===== config.mk =====
export PLATFORM = sky130hd
export DESIGN_NAME = float_acc
export DESIGN_NICKNAME = d
export VERILOG_FILES = /design/src/rtl/float_pkg.sv /design/src/rtl/float_acc_lzc.sv /design/src/rtl/float_acc.sv
export SDC_FILE = /design/constraint.sdc
export NUM_CORES = 1
export LEC_CHECK = 0
export ABC_AREA = 1
export BUFFER_PORTS_ARGS = -buffer_cell sky130_fd_sc_hd__buf_4
export CAP_MARGIN = 20
export CELL_PAD_IN_SITES_DETAIL_PLACEMENT = 0
export CELL_PAD_IN_SITES_GLOBAL_PLACEMENT = 1
export CORE_ASPECT_RATIO = 1.25
export CORE_MARGIN = 2
export CORE_UTILIZATION = 45
export CTS_CLUSTER_DIAMETER = 60
export CTS_CLUSTER_SIZE = 14
export DETAILED_ROUTE_END_ITERATION = 6
export PLACE_DENSITY_LB_ADDON = 0.1
export SLEW_MARGIN = 20
export SYNTH_ARGS = -nofsm -noshare
export SYNTH_HDL_FRONTEND = slang
export SYNTH_HIERARCHICAL = 1
export SYNTH_SLANG_ARGS = --single-unit

===== constraint.sdc =====
create_clock -name clk -period 5 [get_ports clk]
set_clock_uncertainty 0.1 [all_clocks]
set_input_delay 0 -clock clk [delete_from_list [all_inputs] [get_ports clk]]
set_output_delay 0 -clock clk [all_outputs]
set_load 0.1 [all_outputs]

===== src/rtl/float_pkg.sv =====
// Shared constants, unpacked-float type and FSM encoding for the float_acc
// accumulator datapath.
package float_pkg;

    localparam int E       = 8;
    localparam int M       = 23;
    localparam int G       = 3;
    localparam int Width   = 1 + E + M;
    localparam int BIAS    = 127;
    localparam int EXP_MAX = 255;

    // Aligned operand field and raw sum field (one extra bit for carry out).
    localparam int ALN_W = M + 1 + G;
    localparam int SUM_W = M + 2 + G;
    localparam int LZ_W  = $clog2(SUM_W + 1);

    typedef struct packed {
        logic         sign;
        logic [E-1:0] exp;
        logic [M:0]   mant;
    } ufloat_t;

    typedef enum logic [2:0] {
        IDLE,
        ALIGN,
        ADD,
        NORM,
        OUT
    } state_t;

    // Zero exponent flushes to zero: no denormals anywhere in this datapath.
    function automatic ufloat_t unpack(input logic [Width-1:0] f);
        ufloat_t u;
        u.sign = f[Width-1];
        u.exp  = f[Width-2:M];
        u.mant = (u.exp == '0) ? '0 : {1'b1, f[M-1:0]};
        return u;
    endfunction

endpackage


===== src/rtl/float_acc_lzc.sv =====
// Leading-zero counter over the raw sum field; an all-zero input yields SUM_W.
module float_acc_lzc
    import float_pkg::*;
(
    input  logic [SUM_W-1:0] value,
    output logic [LZ_W-1:0]  count
);

    // Scanning upward lets the highest set bit win.
    always_comb begin
        count = LZ_W'(SUM_W);
        for (int i = 0; i < SUM_W; i++) begin
            if (value[i]) begin
                count = LZ_W'(SUM_W - 1 - i);
            end
        end
    end

endmodule


===== src/rtl/float_acc.sv =====
// Sequential single-precision accumulator: one operand per 4 cycles, frame sum
// emitted after the operand flagged last. FLOAT_ACC_FLAGS_EN adds sticky {ovf, unf} flags.
module float_acc
    import float_pkg::*;
(
    input  logic             clk,
    input  logic             rst_n,
    input  logic             in_valid,
    output logic             in_ready,
    input  logic [Width-1:0] in_data,
    input  logic             in_last,
    output logic             out_valid,
    input  logic             out_ready,
    output logic [Width-1:0] out_data
`ifdef FLOAT_ACC_FLAGS_EN
    ,
    output logic [1:0]       flags
`endif
);

    // Handshakes: a transfer happens on a rising edge where valid and ready are
    // both high; the sender holds data stable until then, ready never waits on valid.

    state_t           state, state_next;
    logic [Width-1:0] op_q, acc_q;
    logic             last_q, first_q;
    logic             a_sign_q, sub_q, inf_q, inf_sign_q;
    logic [E-1:0]     a_exp_q;
    logic [M:0]       a_mant_q;
    logic [ALN_W-1:0] b_mant_q;
    logic [SUM_W-1:0] sum_q;

    ufloat_t          op_u, acc_u, a_u, b_u;
    logic             op_bigger, op_inf, acc_inf, inf_sign;
    logic [E-1:0]     exp_diff;
    logic [ALN_W-1:0] b_aligned;

    always_comb begin
        op_u      = unpack(op_q);
        acc_u     = first_q ? '0 : unpack(acc_q);
        op_inf    = &op_q[Width-2:M];
        acc_inf   = !first_q && (&acc_q[Width-2:M]);
        op_bigger = {op_u.exp, op_u.mant} > {acc_u.exp, acc_u.mant};
        a_u       = op_bigger ? op_u : acc_u;
        b_u       = op_bigger ? acc_u : op_u;
        exp_diff  = a_u.exp - b_u.exp;
        b_aligned = {b_u.mant, {G{1'b0}}} >> exp_diff;
        // Opposite-sign infinities resolve to +inf; no NaN is ever produced.
        inf_sign  = op_inf ? (op_q[Width-1] & ~(acc_inf & (acc_q[Width-1] != op_q[Width-1])))
                           : acc_q[Width-1];
    end

    logic [LZ_W-1:0]  lz;
    logic [E+1:0]     exp_n;
    logic [SUM_W-1:0] norm_mag;
    logic [M-1:0]     mant_n;
    logic [Width-1:0] norm_res;
    logic             norm_ovf, norm_unf;

    float_acc_lzc u_lzc (
        .value (sum_q),
        .count (lz)
    );

    always_comb begin
        norm_ovf = 1'b0;
        norm_unf = 1'b0;
        if (sum_q[SUM_W-1]) begin
            norm_mag = sum_q >> 1;
            exp_n    = {2'b00, a_exp_q} + (E+2)'(1);
        end else begin
            norm_mag = sum_q << (lz - 1'b1);
            exp_n    = {2'b00, a_exp_q} + (E+2)'(1) - (E+2)'(lz);
        end
        // Guard bits fall off here: round toward zero.
        mant_n = M'(norm_mag >> G);
        if (inf_q) begin
            norm_res = {inf_sign_q, {E{1'b1}}, {M{1'b0}}};
        end else if (sum_q == '0) begin
            norm_res = '0;
        end else if (exp_n[E+1] || exp_n == '0) begin
            norm_res = '0;
            norm_unf = 1'b1;
        end else if (exp_n >= (E+2)'(EXP_MAX)) begin
            norm_res = {a_sign_q, {E{1'b1}}, {M{1'b0}}};
            norm_ovf = 1'b1;
        end else begin
            norm_res = {a_sign_q, exp_n[E-1:0], mant_n};
        end
    end

    always_ff @(posedge clk or negedge rst_n) begin
        if (!rst_n) begin
            state <= IDLE;
        end else begin
            state <= state_next;
        end
    end

    always_comb begin
        state_next = state;
        in_ready   = 1'b0;
        out_valid  = 1'b0;
        out_data   = '0;
        case (state)
            IDLE: begin
                in_ready = 1'b1;
                if (in_valid) state_next = ALIGN;
            end
            ALIGN: state_next = ADD;
            ADD:   state_next = NORM;
            NORM:  state_next = last_q ? OUT : IDLE;
            OUT: begin
                out_valid = 1'b1;
                out_data  = acc_q;
                if (out_ready) state_next = IDLE;
            end
            default: state_next = IDLE;
        endcase
    end

    always_ff @(posedge clk or negedge rst_n) begin
        if (!rst_n) begin
            op_q       <= '0;
            last_q     <= 1'b0;
            acc_q      <= '0;
            first_q    <= 1'b1;
            a_sign_q   <= 1'b0;
            a_exp_q    <= '0;
            a_mant_q   <= '0;
            b_mant_q   <= '0;
            sub_q      <= 1'b0;
            inf_q      <= 1'b0;
            inf_sign_q <= 1'b0;
            sum_q      <= '0;
        end else begin
            case (state)
                IDLE: begin
                    if (in_valid) begin
                        op_q   <= in_data;
                        last_q <= in_last;
                    end
                end
                ALIGN: begin
                    a_sign_q   <= a_u.sign;
                    a_exp_q    <= a_u.exp;
                    a_mant_q   <= a_u.mant;
                    b_mant_q   <= b_aligned;
                    sub_q      <= a_u.sign ^ b_u.sign;
                    inf_q      <= op_inf | acc_inf;
                    inf_sign_q <= inf_sign;
                end
                ADD: begin
                    if (sub_q) sum_q <= {1'b0, a_mant_q, {G{1'b0}}} - {1'b0, b_mant_q};
                    else       sum_q <= {1'b0, a_mant_q, {G{1'b0}}} + {1'b0, b_mant_q};
                end
                NORM: begin
                    acc_q   <= norm_res;
                    first_q <= 1'b0;
                end
                OUT: begin
                    if (out_ready) begin
                        acc_q   <= '0;
                        first_q <= 1'b1;
                    end
                end
                default: ;
            endcase
        end
    end

`ifdef FLOAT_ACC_FLAGS_EN
    logic [1:0] flags_q;

    always_ff @(posedge clk or negedge rst_n) begin
        if (!rst_n) begin
            flags_q <= '0;
        end else if (state == NORM) begin
            flags_q <= flags_q | {norm_ovf, norm_unf};
        end else if (state == OUT && out_ready) begin
            flags_q <= '0;
        end
    end

    assign flags = flags_q;
`else
    logic flags_unused;
    assign flags_unused = norm_ovf ^ norm_unf;
`endif

endmodule


==> metrics.md, run 1 <==
| Metric | Value |
|---|---|
| Hold path startpoint | `in_data[0]` |
| Die Y | `201.2 µm` |
| Share of layout cells above drive strength 1 | `13.07%` |
| Setup crit end kind | `flop` |
| Register area share after synthesis | `28.61%` |
| Max Slew Vio Count | `0` |
| Placed cell count | `2,578` |
| # DRC | `0` |
| Synth unique cells | `55` |
| Horiz. Die Dim | `161.8 µm` |
| Die outline area | `32,550 µm²` |
| Critical Path Source Type | `flop` |
| Total wire length | `51.31 mm` |
| Adder-cell share of the synthesized area | `8.330%` |
| Area delta synth->final | `19.45%` |
| DP HPWL | `39.59 mm` |
| Clk slew on worst S/H paths | `0.07 ns` |
| Port bufs | `70` |
| Post-Synth Simple-Gate Area | `30.16%` |
| Largest family of logic cells by synthesized area | `simple AND/OR/NAND/NOR gates` |
| Max Clk Rate | `0.2049 GHz` |
| Period utilization | `97.60%` |
| Crit Path Category | `flop to flop` |
| Asr flop ratio synth | `100.0%` |
| Synthesized area | `14,000 µm²` |
| Critical path endpoint | `b_mant_q[11]` |
| CP arrival | `5.08 ns` |
| DR vias | `15,030` |
| Post-Layout Cell Count | `2,671` |
| Worst r2r dst | `b_mant_q[11]` |
| Final hold vios | `0` |
| WL/cell | `19.21 µm` |
| FF-to-FF path depth | `28` |
| Status | `completed` |
| Hold Path Class | `input port to flop` |
| TritonCTS Buffers | `17` |
| I/O Pins | `71` |
| Most frequent cells in the layout | `510 x nand2_1, 261 x inv_1, 196 x nor2_1, 173 x o21ai_0, 164 x nand3_1` |
| Commonest non-fill, non-tap cell in the layout | `nand2_1` |
| Core ar. | `30,810 µm²` |
| Post-synthesis compound-gate area fraction | `18.37%` |
| CTS tree | `built` |
| Synth warnings | `6` |
| Clk_lat worst skew | `0.45 ns` |
| # rows | `72` |
| CTS H-Tree Depth | `4` |
| Largest stage delay on the critical path | `0.44 ns` |
| Min Hold Slack | `0.2186 ns` |
| Vias in the first global route | `14,100` |
| Unrepaired setup endpoints after global routing | `yes` |
| Worst Setup SP | `op_q[29]` |
| Slew margin rel. | `44.20%` |
| FF+latch count, synth | `160` |
| Max-cap viol count | `0` |
| Sink Count | `160` |
| Clk buf depth | `2` |
| Worst-Margin Slew | `0.8293 ns` |
| Ant. Diodes | `0` |
| Worst R2R Start | `op_q[29]` |
| All-Layer GR Usage | `31.37%` |
| Tmin final | `4.880 ns` |
| Avg Cell Area, Syn | `6.502 µm²` |
| Largest net degree at the start of global routing | `80` |
| Initial antenna violation count | `0` |
| Slowest stage cell, crit path | `dfrtp_2` |
| Initial drt markers | `1,321` |
| Post-synth EDFFs | `0` |
| Drt pass-1 iters | `6` |
| WP data required | `5.20 ns` |
| Grt ovf | `0` |
| Cells after synthesis | `2,153` |
| Final setup viols | `0` |
| CP max FO | `7` |
| CTS root buffer | `clkbuf_16` |
| Synth Flop Type | `dfrtp_1` |
| Post-route ant nets | `0` |
| Crit path top cell by count | `nand2_1` |
| Final Net Count | `2,383` |
| Fill cells | `3,150` |
| Vias/cell | `5.626` |
| Initial core utilization | `45.44%` |
| Post-Synth XOR/XNOR Area | `2.252%` |
| Placer Congestion | `0.9923` |
| Mapped Nets | `2,282` |
| Mux share of post-synthesis cell area | `1.314%` |
| Reg-to-reg slack, setup | `0.12 ns` |
| First-pass GRT wire length | `79.61 mm` |
==> synthesized netlist by cell type, types with 10 or more instances <==
master    count  area (µm²)
dfrtp_1     159        3979
nand2_1     533        2001
ha_1         90        1126
clkbuf_1     85       319.1
o22ai_1      58       362.9
o211ai_1     16       120.1
nor4_1       14       87.58
nand3_1     195       975.9
mux2i_1      15       150.1
nor2_1      200       750.7
inv_2        10       37.54
o21ai_0     178       890.9
nor3_1       14       70.07
a21oi_1     122       610.6
a31oi_1      27       168.9
inv_1       264       991.0
o32ai_1      10       87.58
nand4_1      28       175.2
xor2_1       30       262.8
==> kinds of logic (layout without fill, tap and decap cells) <==
group / Yosys count / in the layout
AOI/OAI and AO/OA: 455 / 455
xor gates and xnor gates: 36 / 36
adders and majority gates: 92 / 92
buffers and inverters: 389 / 498
DFF: 160 / 160
muxes: 18 / 18
and+or+nand+nor: 1003 / 1005
==> worst min path at each step <==
stage                 endpoint  slack, ns  cells after the start
floorplan           a_exp_q[0]      -0.40                      0
global placement      op_q[25]       -0.1                      1
finish                 op_q[0]       0.22                      3
detailed placement    op_q[25]      -0.09                      1
CTS                   state[2]       0.19                      3
global route          op_q[31]       0.24                      3
==> stage by stage <==
stage,util [%],instance area [µm²],setup TNS [ns],worst slack [ns]
6_report,54.28,16720,0,0.1202
2_1_floorplan,-,14000,0,0.07046
3_5_place_dp,48.89,15060,-0.3405,-0.08197
4_1_cts,52.26,16100,0,0.02607
5_1_grt,54.28,16720,-1.742,-0.1271
3_3_place_gp,48.89,15060,0,0.07854
==> worst max-delay path: cells and delay by family (launching register included) <==
| kind | cells | cell delay (ns) |
|---|---|---|
| simple gates | 18 | 2.41 |
| buf+inv | 6 | 0.89 |
| compound gates | 3 | 0.57 |
| flops | 1 | 0.44 |
| fa+ha+maj | 1 | 0.30 |
==> per-layer routing <==
layer,track usage [%],wire (µm),up-vias
li1,-,-,7340
met1,41.15,22160,7015
met2,52.45,24620,561
met3,3.051,2273,112
met4,13.81,2254,0
met5,0,0,-
==> timing repair <==
action,in CTS,in global routing
resized for setup,1,96
buffers inserted,1,21
setup endpoints to repair,14,59
gates cloned,1,3
hold buffers,38,0
hold endpoints to repair,93,0
pin swaps,1,32
==> cell type report <==
cell class                      count  area, µm²  area share [%]
Clock inverter                     10      162.7          0.9727
Clock buffer                       19      442.9           2.649
Multi-Input combinational cell   1606       8862           53.00
Sequential cell                   160       4008           23.97
Inverter                          284       1111           6.644
Timing Repair Buffer              185       1627           9.727
Tap cell                          407      509.2           3.045
==> registers in the layout, indices dropped and copies added (netlist names), 3 cells and up <==
| register | count |
|---|---|
| acc_q | 32 |
| state | 3 |
| a_mant_q | 24 |
| sum_q | 28 |
| a_exp_q | 8 |
| op_q | 32 |
| b_mant_q | 27 |
Power of run 1 is left out: the tool's default activity adds up to more than one toggle a clock period on the data nets, which glitch-free logic cannot reach.
==> run 2: changes to the inputs <==
--- a/config.mk
+++ b/config.mk
@@ -5,14 +5,14 @@
 export SDC_FILE = /design/constraint.sdc
 export NUM_CORES = 1
 export LEC_CHECK = 0
-export ABC_AREA = 1
+export ABC_AREA = 0
 export BUFFER_PORTS_ARGS = -buffer_cell sky130_fd_sc_hd__buf_4
 export CAP_MARGIN = 20
 export CELL_PAD_IN_SITES_DETAIL_PLACEMENT = 0
 export CELL_PAD_IN_SITES_GLOBAL_PLACEMENT = 1
 export CORE_ASPECT_RATIO = 1.25
 export CORE_MARGIN = 2
-export CORE_UTILIZATION = 45
+export CORE_UTILIZATION = 35
 export CTS_CLUSTER_DIAMETER = 60
 export CTS_CLUSTER_SIZE = 14
 export DETAILED_ROUTE_END_ITERATION = 6
==> run 2 against run 1 <==
  * The flow now finishes with violations (hold timing)
  * Hold slack worse by 0.22 ns
  * Via count is 7.4% lower
  * Final cell count is 7.8% lower
  * Setup slack worse by 0.039 ns
  * Fmax is 0.79% lower
  * Synthesized area is 2.4% higher
  * Critical path type unchanged
  * Sequential share of layout area is 1.1 points lower
==> metrics.md, run 2 <==
| Metric | Value |
|---|---|
| Total wire length | `54.95 mm (+7.1%)` |
| Fill cells | `4,119 (+31%)` |
| Max Clk Rate | `0.2033 GHz (-0.79%)` |
| Top flop regs | `acc_q (32), op_q (32), sum_q (28)` |
| Initial core utilization | `35.64% (-9.8 points)` |
| WP data required | `5.22 ns (+0.02 ns)` |
| CTS root buffer | `clkbuf_16` |
| All-Layer GR Usage | `26.12% (-5.3 points)` |
| Top cell type's share of synthesized area | `27.76% (-0.66 points)` |
| DR vias | `13,910 (-7.4%)` |
| Share of layout cells above drive strength 1 | `20.87% (+7.8 points)` |
| Ant. Diodes | `0 (unchanged)` |
| FF+latch count, synth | `160 (unchanged)` |
| Cells after synthesis | `1,737 (-19%)` |
| Post-synth EDFFs | `0 (unchanged)` |
| Slowest stage cell, crit path | `or4_1` |
| Synth unique cells | `92 (+67%)` |
| WL/cell | `22.31 µm (+16%)` |
| Clk buf depth | `2 (unchanged)` |
| Asr flop ratio synth | `100.0% (unchanged)` |
| Vias in the first global route | `13,510 (-4.2%)` |
| Largest area contributor in the netlist | `dfrtp_1` |
| # DRC | `0 (unchanged)` |
| Drt pass-1 iters | `5 (-1)` |
| Max Slew Vio Count | `0 (unchanged)` |
| Die outline area | `42,600 µm² (+31%)` |
| Clk slew on worst S/H paths | `0.07 ns (about the same)` |
| Placer Congestion | `0.9417 (-5.1%)` |
| Top-count cell post-synth | `nand2_1` |
| Period utilization | `98.38% (+0.78 points)` |
| FF-to-FF path depth | `21 (-25%)` |
| Hold Path Class | `input port to asynchronous set/reset pin` |
| Die Y | `230.3 µm (+14%)` |
| CP max FO | `16 (+9)` |
| Worst-Margin Slew | `0.8048 ns (-0.02448 ns)` |
| CTS tree | `built` |
| CTS H-Tree Depth | `4 (unchanged)` |
| Synthesized area | `14,330 µm² (+2.4%)` |
| Core ar. | `40,220 µm² (+31%)` |
| Avg Cell Area, Syn | `8.253 µm² (+27%)` |
| Setup crit end kind | `flop` |
| Initial drt markers | `1,239 (-6.2%)` |
| Vias/cell | `5.647 (+0.37%)` |
| Failing checks | `hold timing` |
| Final worst slack | `0.08106 ns (-0.03909 ns)` |
| Horiz. Die Dim | `185.0 µm (+14%)` |
| Synth Flop Type | `dfrtp_1` |
| Commonest non-fill, non-tap cell in the layout | `nand2_1` |
| Critical Path Source Type | `flop` |
| Sink Count | `160 (unchanged)` |
| Crit Path Category | `flop to flop` |
| Largest net degree at the start of global routing | `83 (+3.8%)` |
| Slew margin rel. | `45.66% (+1.5 points)` |
| Grt ovf | `0 (unchanged)` |
| Synth warnings | `6 (unchanged)` |
| Status | `finished with violations` |
| First-pass GRT wire length | `84.50 mm (+6.1%)` |
| CP arrival | `5.14 ns (+0.06 ns)` |
| TritonCTS Buffers | `17 (unchanged)` |
| Worst-path cell chain | `nor4_2 -> nand2_1 -> buf_6 -> buf_4 -> and2_1 -> ha_1 -> a211oi_2 -> o21ai_1 -> a211o_1 -> o31a_2 -> nor2_4 -> and3_1 -> a21oi_2 -> ha_2 -> or4_1 -> a21o_1 -> nand2_4 -> buf_12 -> mux4_2 -> a22oi_1 -> o221ai_1` |
| Initial antenna violation count | `1 (+1)` |
| DP HPWL | `43.49 mm (+9.9%)` |
| Min Hold Slack | `-0.005583 ns (-0.2241 ns)` |
| Area delta synth->final | `22.15%` |
| List of most frequent post-synthesis cells | `210 x nand2_1, 159 x dfrtp_1, 156 x o21ai_0` |
| Final Net Count | `2,033 (-15%)` |
| Final hold vios | `9 (+9)` |
| Pre-CTS WS | `-0.1170 ns (-0.03507 ns)` |
| Most frequent cells in the layout | `206 x nand2_1, 202 x buf_4, 158 x dfrtp_1, 154 x o21ai_0, 130 x a21oi_1` |
| Mapped Nets | `1,866 (-18%)` |
| Tmin final | `4.919 ns (+0.03909 ns)` |
| Clk_lat worst skew | `0.46 ns (about the same)` |
| Largest cells by area after synthesis | `dfrtp_1 28%, ha_1 7.9%, nand2_1 5.5%` |
| Register area share after synthesis | `27.94% (-0.67 points)` |
| Unrepaired setup endpoints after global routing | `yes` |
| # rows | `82 (+14%)` |
| Post-Layout Cell Count | `2,463 (-7.8%)` |
| I/O Pins | `71 (unchanged)` |
| Post-route ant nets | `0 (unchanged)` |
| Final setup viols | `0 (unchanged)` |
| Largest stage delay on the critical path | `0.47 ns (+0.03 ns)` |
| Max-cap viol count | `0 (unchanged)` |
| Port bufs | `70 (unchanged)` |
| Placed cell count | `2,384 (-7.5%)` |
[run 2: changes by cell type in the layout (fill, tap and decap cells not counted), moves of 21 or more]
cell / delta
o22ai_1: -46
nand2_1: -304
mux4_2: +33
nand3_2: -28
mux2i_1: +42
buf_4: +66
xnor2_1: +21
nor2_1: -75
inv_1: -176
nor3_1: +21
and2_1: +69
mux2_2: +37
nand2_2: -21
nand3_1: -126
[run 2: worst max-delay path: cells and delay by family, from the launching register on]
family | cells | cell delay [ns]
compound gates | 8 | 1.62
simple gates | 7 | 1.45
buf+inv | 3 | 0.48
flops | 1 | 0.40
fa+ha+maj | 2 | 0.40
mux | 1 | 0.32
[run 2: metal layers]
metal  GRT usage (%)  share of wire, %
met4           7.813               2.8
met2           43.93                49
met3           3.073               4.1
met1           35.02                45
met5               0             0.022
[run 2: area by class of cell]
cell class,instances,area (µm²),share of cell area [%]
well taps,546,683.2,3.901
multi-input cells,1387,9843,56.21
clock inverters,14,146.4,0.8360
clock buffers,18,439.2,2.508
repair buffers,249,2058,11.75
flip-flops and latches,160,4006,22.88
inverters,89,334.1,1.908
[run 2: what timing repair did]
action,4_1_cts,5_1_grt
hold buffers,36,0
resized for setup,5,45
pin swaps,3,5
cloned,0,1
endpoints found under the setup margin,17,50
setup buffers,2,8
endpoints found under the hold margin,104,0
[run 2: cell families after synthesis]
kind of cell | after synthesis | share of synthesized area [%]
adders and majority gates | 92 | 8.135
DFF | 160 | 27.94
AOI/OAI and AO/OA | 503 | 22.23
muxes | 134 | 12.59
and+or+nand+nor | 618 | 21.21
xor gates and xnor gates | 40 | 2.444
buffers and inverters | 190 | 5.455
[run 2: per-stage QoR]
| stage | cell area, µm² | TNS [ns] | util [%] |
|---|---|---|---|
| floorplan | 14460 | -0.06756 | - |
| global placement | 16240 | -0.004465 | 40.38 |
| detailed placement | 16240 | -0.6207 | 40.38 |
| CTS | 17230 | -0.004040 | 42.85 |
| global route | 17510 | -0.8977 | 43.54 |
| finish | 17510 | 0 | 43.54 |
[run 2: worst paths after layout]
kind / start / endpoint / slack [ns]
worst max-delay path: op_q[25] / b_mant_q[3] / 0.08
worst min register to register: a_sign_q / a_sign_q / 0.39
worst min-delay path: rst_n / op_q[27] / -0.006
max in group asynchronous: rst_n / sum_q[17] / 3.69
worst max register to register: op_q[25] / b_mant_q[3] / 0.08
min in group clk: in_data[9] / op_q[9] / 0.20
Power of run 2 is left out for the same reason.
==> run 3: changes to the inputs <==
--- a/config.mk
+++ b/config.mk
@@ -6,7 +6,6 @@
 export NUM_CORES = 1
 export LEC_CHECK = 0
 export ABC_AREA = 0
-export BUFFER_PORTS_ARGS = -buffer_cell sky130_fd_sc_hd__buf_4
 export CAP_MARGIN = 20
 export CELL_PAD_IN_SITES_DETAIL_PLACEMENT = 0
 export CELL_PAD_IN_SITES_GLOBAL_PLACEMENT = 1
@@ -16,6 +15,7 @@
 export CTS_CLUSTER_DIAMETER = 60
 export CTS_CLUSTER_SIZE = 14
 export DETAILED_ROUTE_END_ITERATION = 6
+export DONT_BUFFER_PORTS = 1
 export PLACE_DENSITY_LB_ADDON = 0.1
 export SLEW_MARGIN = 20
 export SYNTH_ARGS = -nofsm -noshare
==> run 3 against run 2 <==
  * The run ends with setup timing left
  * Utilization down 0.54 points
  * Die area did not move
  * Via count decreased by 1.8%
  * Routed wire length up 0.51%
  * Flip-flop and latch count unchanged
  * First-iteration DRC count shrank 20%
  * Hold slack better by 0.11 ns
  * Register-to-register slack lost 0.16 ns
  * Critical endpoint is now b_mant_q[1]
  * Largest cell class unchanged
==> metrics.md, run 3 (same netlist as run 2, synthesis figures left out) <==
| Metric | Value |
|---|---|
| Final worst slack | `-0.07978 ns (-0.1608 ns)` |
| WP data required | `5.28 ns (+0.06 ns)` |
| Horiz. Die Dim | `185.0 µm (unchanged)` |
| Vias/cell | `5.732 (+1.5%)` |
| Reg-to-reg slack, setup | `-0.08 ns (-0.16 ns)` |
| Initial drt markers | `989 (-20%)` |
| Total wire length | `55.23 mm (+0.51%)` |
| First-pass GRT wire length | `82.55 mm (-2.3%)` |
| Drt pass-1 iters | `5 (unchanged)` |
| All-Layer GR Usage | `25.78% (-0.34 points)` |
| Clk buf depth | `2 (unchanged)` |
| # DRC | `0 (unchanged)` |
| Period utilization | `101.6% (+3.2 points)` |
| Critical path endpoint | `b_mant_q[1]` |
| Crit Path Category | `flop to flop` |
| Top flop regs | `acc_q (32), op_q (32), sum_q (28)` |
| Max Slew Vio Count | `0 (unchanged)` |
| Unrepaired setup endpoints after global routing | `yes` |
| Worst-Margin Slew | `1.065 ns (+0.2605 ns)` |
| Port bufs | `0 (-100%)` |
| Most frequent cells in the layout | `204 x nand2_1, 158 x dfrtp_1, 154 x o21ai_0, 130 x a21oi_1, 120 x nor2_1` |
| CTS tree | `built` |
| Setup TNS | `-0.2574 ns (-0.2574 ns)` |
| Failing checks | `setup timing` |
| Clk_lat worst skew | `0.46 ns (about the same)` |
| Largest net degree at the start of global routing | `161 (+94%)` |
| Commonest non-fill, non-tap cell in the layout | `nand2_1` |
| Final Net Count | `1,952 (-4.0%)` |
| Area delta synth->final | `20.63%` |
| Final hold vios | `0 (-9)` |
| TritonCTS Buffers | `17 (unchanged)` |
| Share of layout cells above drive strength 1 | `18.41% (-2.5 points)` |
| DR vias | `13,660 (-1.8%)` |
| Worst path depth | `20 (-4.8%)` |
| CP arrival | `5.36 ns (+0.22 ns)` |
| Sink Count | `160 (unchanged)` |
| Worst Setup SP | `op_q[27]` |
| Status | `finished with violations` |
| Worst-path cell chain | `nor4_2 -> nand2_2 -> clkbuf_16 -> and2_2 -> ha_1 -> nand3_2 -> nor3_1 -> a211o_1 -> o31a_2 -> nor2_4 -> and3_4 -> a21oi_2 -> ha_2 -> nand2_4 -> nor4b_4 -> a311oi_2 -> or4_4 -> a21o_4 -> or3b_4 -> o211ai_2` |
| Initial antenna violation count | `3 (+2)` |
| Initial core utilization | `35.64% (unchanged)` |
| WL/cell | `23.17 µm (+3.8%)` |
| Post-route ant nets | `0 (unchanged)` |
| Hold Path Class | `input port to flop` |
| Slowest stage cell, crit path | `or4_4` |
| Grt ovf | `0 (unchanged)` |
| Fill cells | `4,109 (-0.24%)` |
| Buf+Inv Stages, Crit Path | `1 (-2)` |
| Placer Congestion | `0.9334 (-0.88%)` |
| CP max FO | `7 (-9)` |
| CP top delay family | `simple AND/OR/NAND/NOR gates` |
| Clk slew on worst S/H paths | `0.07 ns (about the same)` |
| DP HPWL | `42.67 mm (-1.9%)` |
| CTS H-Tree Depth | `4 (unchanged)` |
| Post-Layout Cell Count | `2,384 (-3.2%)` |
| Max Clk Rate | `0.1969 GHz (-3.2%)` |
| FF-to-FF path depth | `20 (-4.8%)` |
| # rows | `82 (unchanged)` |
| Worst R2R Start | `op_q[27]` |
| Setup crit end kind | `flop` |
| Critical Path Source Type | `flop` |
| Worst r2r dst | `b_mant_q[1]` |
| Core ar. | `40,220 µm² (unchanged)` |
| Die Y | `230.3 µm (unchanged)` |
| Max-cap viol count | `0 (unchanged)` |
| Slew margin rel. | `29.47% (-16 points)` |
| Largest stage delay on the critical path | `0.49 ns (+0.02 ns)` |
| Final setup viols | `4 (+4)` |
| Die outline area | `42,600 µm² (unchanged)` |
| Placed cell count | `2,296 (-3.7%)` |
| Vias in the first global route | `13,080 (-3.2%)` |
| CTS root buffer | `clkbuf_16` |
| I/O Pins | `71 (unchanged)` |
| Tmin final | `5.080 ns (+0.1608 ns)` |
run 3: cell types whose count changed in the layout (fill, tap and decap cells not counted), sizes merged:
| cell | before | now |
|---|---|---|
| clkinv | 4 | 7 |
| diode | 0 | 2 |
| buf | 212 | 126 |
| clkbuf | 19 | 25 |
| inv | 95 | 87 |
| bufinv | 1 | 5 |
run 3: metrics by stage:
stage | cell area (µm²) | hold WS, ns | util, % | worst slack (ns)
2_1_floorplan | 14460 | -0.3956 | - | -0.03396
3_3_place_gp | 15660 | -0.3928 | 38.94 | 0.08589
3_5_place_dp | 15660 | -0.3927 | 38.94 | -0.02044
4_1_cts | 16720 | 0.09034 | 41.57 | 0.009237
5_1_grt | 17290 | 0.1060 | 42.98 | -0.2038
6_report | 17290 | 0.1056 | 43.00 | -0.07978
run 3: worst min-delay path by stage:
stage	to	start	depth (start not counted)
after detailed placement	op_q[28]	rst_n	0
final	state[0]	in_valid	2
after global routing	state[0]	in_valid	2
after global placement	op_q[28]	rst_n	0
after CTS	state[0]	in_valid	2
after floorplan	a_exp_q[0]	rst_n	0
run 3: final cells by class:
cell class,instances,area (µm²),area share [%]
timing repair buffer,168,1588,9.182
inverter,89,337.8,1.954
tap,546,683.2,3.951
multi-input combinational,1387,10010,57.88
sequential,160,4006,23.17
antenna,2,5.005,0.02894
clock buffer,19,452.9,2.619
clock inverter,13,210.2,1.216
run 3: layer usage:
metal	part of all wire, %	routed length, µm	global-route usage (%)
met1	44	24200	34.04
met2	47	26020	42.54
met3	4.5	2494	3.294
met4	4.6	2515	10.32
met5	0	0	0
run 3: repair_timing:
action,4_1_cts,5_1_grt
gates cloned,0,5
hold buffers,37,0
buffers inserted,0,12
hold endpoints to repair,228,0
pin swaps,0,6
endpoints found under the setup margin,7,27
resized for setup,1,71
Power of run 3 is left out for the same reason.
